## src/rtl/pipe_hazard_ctrl.sv

```systemverilog
// Pipeline sequencing controller: load-use bubbles, taken-branch squash,
// memory-wait freeze, plus saturating stall/flush performance counters.
module pipe_hazard_ctrl #(
  parameter int REG_ADDR_W      = 4,
  parameter int LU_STALL_CYCLES = 1,
  parameter int CNT_W           = 16
) (
  input  logic                  clk,
  input  logic                  reset,
  input  logic                  id_valid,
  input  logic [REG_ADDR_W-1:0] id_rs1,
  input  logic [REG_ADDR_W-1:0] id_rs2,
  input  logic                  id_use_rs1,
  input  logic                  id_use_rs2,
  input  logic [REG_ADDR_W-1:0] ex_rd,
  input  logic                  ex_mem_read,
  input  logic                  ex_branch_taken,
  input  logic                  mem_req,
  input  logic                  mem_ready,
  output logic                  pc_en,
  output logic                  ifid_en,
  output logic                  idex_en,
  output logic                  exmem_en,
  output logic                  ifid_flush,
  output logic                  idex_flush,
  output logic [1:0]            state,
  output logic [CNT_W-1:0]      stall_cnt,
  output logic [CNT_W-1:0]      flush_cnt
);

  // state    | meaning
  // RUN      | normal flow; branches flush, load-use hazards start bubbles
  // LU_STALL | inserting remaining load-use bubbles (lu_cnt left)
  // MEM_WAIT | whole pipe frozen on a data access; saved_state resumes on exit
  localparam logic [1:0] RUN      = 2'd0;
  localparam logic [1:0] LU_STALL = 2'd1;
  localparam logic [1:0] MEM_WAIT = 2'd2;

  localparam logic [2:0] LU_INIT = 3'(LU_STALL_CYCLES - 1);

  logic [2:0] lu_cnt, lu_nx;
  logic [1:0] saved_state, saved_nx, state_nx, eff_state;
  logic       hz, mw, flush_evt;

  assign hz = id_valid & ex_mem_read & (ex_rd != '0) &
              ((id_use_rs1 & (id_rs1 == ex_rd)) | (id_use_rs2 & (id_rs2 == ex_rd)));
  assign mw = mem_req & ~mem_ready;

  // On a memory-wait exit the controller behaves as the state it was frozen in
  assign eff_state = (state == MEM_WAIT) ? saved_state : state;

  always_comb begin
    pc_en      = 1'b0;
    ifid_en    = 1'b0;
    idex_en    = 1'b0;
    exmem_en   = 1'b0;
    ifid_flush = 1'b0;
    idex_flush = 1'b0;
    state_nx   = state;
    lu_nx      = lu_cnt;
    saved_nx   = saved_state;
    flush_evt  = 1'b0;

    if (reset) begin
      ifid_flush = 1'b1;
      idex_flush = 1'b1;
    end else if (mw) begin
      state_nx = MEM_WAIT;
      if (state != MEM_WAIT) saved_nx = state;
    end else begin
      case (eff_state)
        LU_STALL: begin
          idex_en    = 1'b1;
          exmem_en   = 1'b1;
          idex_flush = 1'b1;
          lu_nx      = (lu_cnt != 3'd0) ? lu_cnt - 3'd1 : 3'd0;
          state_nx   = (lu_cnt <= 3'd1) ? RUN : LU_STALL;
        end
        default: begin
          state_nx = RUN;
          if (ex_branch_taken) begin
            pc_en      = 1'b1;
            ifid_en    = 1'b1;
            idex_en    = 1'b1;
            exmem_en   = 1'b1;
            ifid_flush = 1'b1;
            idex_flush = 1'b1;
            flush_evt  = 1'b1;
          end else if (hz) begin
            idex_en    = 1'b1;
            exmem_en   = 1'b1;
            idex_flush = 1'b1;
            if (LU_STALL_CYCLES > 1) begin
              lu_nx    = LU_INIT;
              state_nx = LU_STALL;
            end
          end else begin
            pc_en    = 1'b1;
            ifid_en  = 1'b1;
            idex_en  = 1'b1;
            exmem_en = 1'b1;
          end
        end
      endcase
    end
  end

  always_ff @(posedge clk) begin
    if (reset) begin
      state       <= RUN;
      lu_cnt      <= 3'd0;
      saved_state <= RUN;
      stall_cnt   <= '0;
      flush_cnt   <= '0;
    end else begin
      state       <= state_nx;
      lu_cnt      <= lu_nx;
      saved_state <= saved_nx;
      if (!pc_en && (stall_cnt != '1)) stall_cnt <= stall_cnt + 1'b1;
      if (flush_evt && (flush_cnt != '1)) flush_cnt <= flush_cnt + 1'b1;
    end
  end

endmodule

```

## config.mk

```make
export PLATFORM = sky130hd
export DESIGN_NAME = pipe_hazard_ctrl
export DESIGN_NICKNAME = d
export VERILOG_FILES = /design/src/rtl/pipe_hazard_ctrl.sv
export SDC_FILE = /design/constraint.sdc
export NUM_CORES = 1
export LEC_CHECK = 0
export CORE_UTILIZATION = 44
export CTS_CLUSTER_DIAMETER = 200
export DETAILED_ROUTE_END_ITERATION = 12
export PLACE_DENSITY_LB_ADDON = 0.15
export SLEW_MARGIN = 10
export SYNTH_ARGS = -nofsm -noshare
export SYNTH_HDL_FRONTEND = slang
export SYNTH_SLANG_ARGS = --single-unit
```

## constraint.sdc

```tcl
create_clock -name clk -period 2.2 [get_ports clk]
set_input_delay 0.55 -clock clk [delete_from_list [all_inputs] [get_ports clk]]
set_output_delay 0.55 -clock clk [all_outputs]
set_load 0.1 [all_outputs]
```

* Word level (Yosys, flattened, before mapping)
Cells that the tools add are included.
** Word-level totals
- Bits in registers :: 39
- Bits in latches :: 0
- Bits in writable memories :: 0
- Bits in read-only memories :: 0
- Bits of input ports :: 21
- Logic and storage cells :: 57
- Memories :: 0
** Operators by class
- Add/sub/neg operators :: 3
- $mul :: 0
- Div/mod/pow operators :: 0
- Order comparisons :: 1
- Eq/ne operators :: 7
- Shift-type cells :: 0
- Multiplexer cells :: 22
- Bitwise gates (word level) :: 10
- Reductions and logical operators :: 8
** Operator list (count)
- $add 16x1->16 const B :: 2
- $ne 16x16->1 const B :: 2
- $mux 1 :: 19
- $eq 4x4->1 :: 2
- $and 1x1->1 :: 6
- $mux 2 :: 2
- $reduce_and 2->1 :: 2
- $reduce_bool 4->1 :: 1
- $le 3x1->1 const B :: 1
- $mux 3 :: 1
- $not 1->1 :: 3
- $reduce_bool 3->1 :: 1
- $reduce_or 3->1 :: 1
- $sub 3x1->3 const B :: 1
- $eq 2x1->1 const B :: 1
- $eq 2x2->1 const B :: 1
- $logic_and 1x1->1 :: 2
- $ne 2x2->1 const B :: 1
- $logic_not 1->1 :: 1
- $or 1x1->1 :: 1

* Logic depth before layout (Yosys ltp)
- Depth after elaboration :: 11
- Mapped depth :: 7

* Worst setup path before layout
Ideal clock, no wire load.
- Kind :: input to output
- Start :: input port mem_req
- End :: output port pc_en
- Arrival time :: 3.997 ns
- Data required time :: 1.650 ns
- Path slack :: -2.347 ns
- Stages :: 6
- Path buffers :: 2
- Cells stage by stage :: nor2b_2 > nor2_1 > and2_4 > buf_2 > and2_1 > buf_4
** Between the ends
- Longest elaborated chain between the ends :: 3
** Ends and longest elaborated chain
- start, declared :: RTL line 18 : input logic mem_req,
- $and 1x1->1 :: RTL line 47 : assign mw = mem_req & ~mem_ready;
- $mux 1 (2 in a row)
- end, declared :: RTL line 20 : output logic pc_en,
No other way between the ends.

* Worst setup path in the final report
- Start :: input port ex_rd[3]
- End :: output port idex_flush
** Between the ends
- Longest elaborated chain between the ends :: 9
** Ends and longest elaborated chain
- start, declared :: RTL line 15 : input logic [REG_ADDR_W-1:0] ex_rd,
- $eq 4x4->1 :: RTL line 46 : ((id_use_rs1 & (id_rs1 == ex_rd)) | (id_use_rs2 & (id_rs2 == ex_rd)));
- $and 1x1->1 :: RTL line 46
- $or 1x1->1 :: RTL line 46
- $and 1x1->1 (*) :: RTL line 45 : assign hz = id_valid & ex_mem_read & (ex_rd != '0) &
- $mux 1 (*) :: RTL line 89 : end else if (hz) begin
- $mux 1 (*) :: RTL line 81 : if (ex_branch_taken) begin
- $mux 1 (*) :: RTL line 71 : case (eff_state)
- $mux 1 (*) :: RTL line 67 : end else if (mw) begin
- $mux 1 (*) :: RTL line 64 : if (reset) begin
- end, declared :: RTL line 25 : output logic idex_flush,
Every way passes the cells marked *; elsewhere a longest branch is shown, timed or not.

==> flow_metrics.env <==
export IMPL_outcome="finished, violations left"
export IMPL_violations="negative setup slack"
export IMPL_ant_nets=0
export IMPL_slew_viol_final=0
export IMPL_syn_area_mm2=0.00229
export IMPL_rrSetupSlack_ns=0.17
export IMPL_drive_gt1_frac=0.442
export IMPL_syn2layout_area_growth_pct=44.1
export IMPL_worst_r2r_cell_count=7
export IMPL_comb_power_share=0.217
export IMPL_numCtsBuffers=5
export IMPL_drt_total_wl_um=5430
export IMPL_final_core_util=0.676
export IMPL_slew_headroom=0.689
export IMPL_crit_fanout=3
export IMPL_cts_tree="done"
export IMPL_h_tree_depth=2
export IMPL_synth_net_count=284
export IMPL_row_count=25
export IMPL_final_min_clock_period_ns=2.26
export IMPL_stdcell_area_mm2=0.00330
export IMPL_firstDrtPassIters=6
export IMPL_rsz0062_at_grt="true"
export IMPL_cp_arrival_ns=1.71
export IMPL_cts_root_buf="clkbuf_8"
export IMPL_drc=0
export IMPL_viasPerCell=5.25
export IMPL_synth_area_leader_cell="dfxtp_1"
export IMPL_setup_worst_path_end="idex_flush"
export IMPL_synth_xor_area_frac=0.0726
export IMPL_finalNetCount=366
export IMPL_cts_sinks=39
export IMPL_track_usage=0.212
export IMPL_grt_pass1_vias=2060
export IMPL_io_pins=61
export IMPL_grt_pass1_wl_um=9000
export IMPL_critPathLaunchType="primary input"
export IMPL_die_area_mm2=0.00550
export IMPL_ys_warn_count=0
export IMPL_core_area_mm2=0.00488
export IMPL_synth_seq_cells=39
export IMPL_clock_latency_ns=0.30
export IMPL_setup_worst_path_class="primary input to output pin"
export IMPL_clk_path_buf_depth=2
export IMPL_tightest_slew_ns=0.467
export IMPL_clockPowerShare=0.308
export IMPL_power_leakage_nw=1.38
export IMPL_yosysUniqueCellTypes=55
export IMPL_powerDensity_mw_per_mm2=465
export IMPL_reg2reg_from="stall_cnt[0]$_SDFFE_PP0P_"
export IMPL_maxCapViolations=0
export IMPL_synth_compound_area_frac=0.122
export IMPL_dp_cells=399
export IMPL_async_reset_ff_frac=0
export IMPL_yosys_most_used_dff="dfxtp_1"
export IMPL_dpl_cell_area_mm2=0.00315
export IMPL_drt_iter0_markers=46
export IMPL_dp_hpwl_um=4000
export IMPL_seqPwrFrac=0.475
export IMPL_routed_via_count=2149
export IMPL_gp_congestion=0.768
export IMPL_synth_top_family_by_area="simple AND/OR/NAND/NOR gates"
export IMPL_switching_power_mw=0.477
export IMPL_dieWidth_um=74.2
export IMPL_synth_area_per_cell_um2=8.85
export IMPL_antenna_found_initial=0
export IMPL_yosys_mux_area_fraction=0.0721
export IMPL_hold_viol=0
export IMPL_numPortBuffers=60
export IMPL_antennaDiodeCount=0
export IMPL_die_h_um=74.2
export IMPL_p_sw_frac=0.311
export IMPL_final_cell_count_no_fill=409
export IMPL_ir_drop_uv=546
export IMPL_r2r_end="stall_cnt[13]$_SDFFE_PP0P_"
export IMPL_endpoint_kind="output pin"
export IMPL_synthAdderAreaFrac=0.0218
export IMPL_whs_ns=0.485
export IMPL_synth_area_leaders="dfxtp_1 34%, nor2_1 5.4%, xnor2_1 5.0%"
export IMPL_ys_seq_area_frac=0.341
export IMPL_synth_edf_count=0
export IMPL_critPathLaunch="ex_rd[3]"
export IMPL_p_int_mw=1.06
export IMPL_synth_simple_area_share=0.337
export IMPL_grt_max_degree=48
export IMPL_min_period_over_period=1.03
export IMPL_cp_required_ns=1.65
export IMPL_clk_pin_slew_worst_paths_ns=0.07
export IMPL_setup_slack_ns=-0.0624
export IMPL_gr_total_overflow=0
export IMPL_synth_top_area_share=0.341
export IMPL_place_ws_ns=-0.660
export IMPL_hold_path_class="flip-flop to flip-flop"
export IMPL_ctsHoldBuffers=0
export IMPL_finalSetupViolCount=3
export IMPL_power_total_mw=1.54
export IMPL_wire_per_inst_um=13.3
export IMPL_setup_tns_ns=-0.144
export IMPL_synth_cells=259
export IMPL_start_util=0.469
export IMPL_fmax_mhz=442
export IMPL_clock_skew_ns=0.00468
==> placed cells by master (no fill, tap or decap), drive strengths merged, types with 6 or more instances in the layout <==
master,count
a21oi,17
buf,74
clkbuf,8
dfxtp,39
dlygate4sd2,8
inv,6
mux2,12
nand2,19
nand3,12
nand4,8
nor2,34
nor2b,13
nor3,12
xnor2,13
xor2,6
==> registers in the layout (all words and copies together), names as in the netlist <==
name / cells
lu_cnt: 3
saved_state: 2
stall_cnt: 16
flush_cnt: 16
state: 2
==> how the worst min path moves through the flow <==
stage,start,to,slack [ns],cells past startpoint
2_1_floorplan,saved_state[0]$_SDFFE_PP0P_,saved_state[0]$_SDFFE_PP0P_,0.45,2
3_3_place_gp,saved_state[0]$_SDFFE_PP0P_,saved_state[0]$_SDFFE_PP0P_,0.46,2
3_5_place_dp,flush_cnt[0]$_SDFFE_PP0P_,flush_cnt[0]$_SDFFE_PP0P_,0.47,1
4_1_cts,flush_cnt[0]$_SDFFE_PP0P_,flush_cnt[0]$_SDFFE_PP0P_,0.49,1
5_1_grt,flush_cnt[0]$_SDFFE_PP0P_,flush_cnt[0]$_SDFFE_PP0P_,0.50,1
6_report,flush_cnt[0]$_SDFFE_PP0P_,flush_cnt[0]$_SDFFE_PP0P_,0.48,1
==> cell usage after synthesis (4+ instances only) <==
cell	n
dfxtp_1	39
nor2_1	33
nand2_1	19
a21oi_1	16
xnor2_1	13
nand3_1	12
nor2b_1	12
nor3_1	11
inv_1	6
mux2_1	6
mux2_2	6
nand4_1	6
xor2_1	6
and4_1	5
o21ai_0	5
and3_1	4
clkbuf_1	4
ha_1	4
==> per-layer routing <==
metal | part of all wire | up-vias | global-route usage
li1 | - | 1084 | -
met3 | 0.042 | 2 | 0.0678
met5 | 0 | - | 0
met2 | 0.51 | 39 | 0.380
met4 | 0.0053 | 0 | 0.0598
met1 | 0.44 | 1024 | 0.239
==> final cells by class <==
type	count	area (um2)
repair buffers	85	748
fillers	439	1580
inverters	6	22.5
multi-input cells	204	1540
well taps	67	83.8
flip-flops and latches	39	828
clock inverters	1	5.00
clock buffers	7	76.3
==> power groups by stage <==
| stage | sequential (mW) | clock (mW) | combinational, mW |
|---|---|---|---|
| after global placement | 0.745 | 0 | 0.317 |
| after detailed placement | 0.745 | 0 | 0.322 |
| after global routing | 0.731 | 0.512 | 0.351 |
| final | 0.729 | 0.473 | 0.333 |
| after floorplan | 0.813 | 0 | 0.137 |
| after CTS | 0.729 | 0.484 | 0.328 |
==> kinds of logic after synthesis <==
family / count (synthesis)
simple gates: 129
xor+xnor: 19
compound gates: 37
fa+ha+maj: 4
flops: 39
buf+inv: 16
mux: 15
==> worst max-delay path: stages <==
cell and delay (ns):
buf_4 0.14, xor2_2 0.14, nor3_2 0.17, and4_4 0.29, nor4b_4 0.06, o21ai_2 0.16, buf_12 0.19
==> what timing repair did <==
item	CTS	global route
endpoints found under the setup margin	19	3
gates resized for setup	62	9
pin swaps	17	10
buffers inserted	2	0
(Power assumes the default switching activity.)
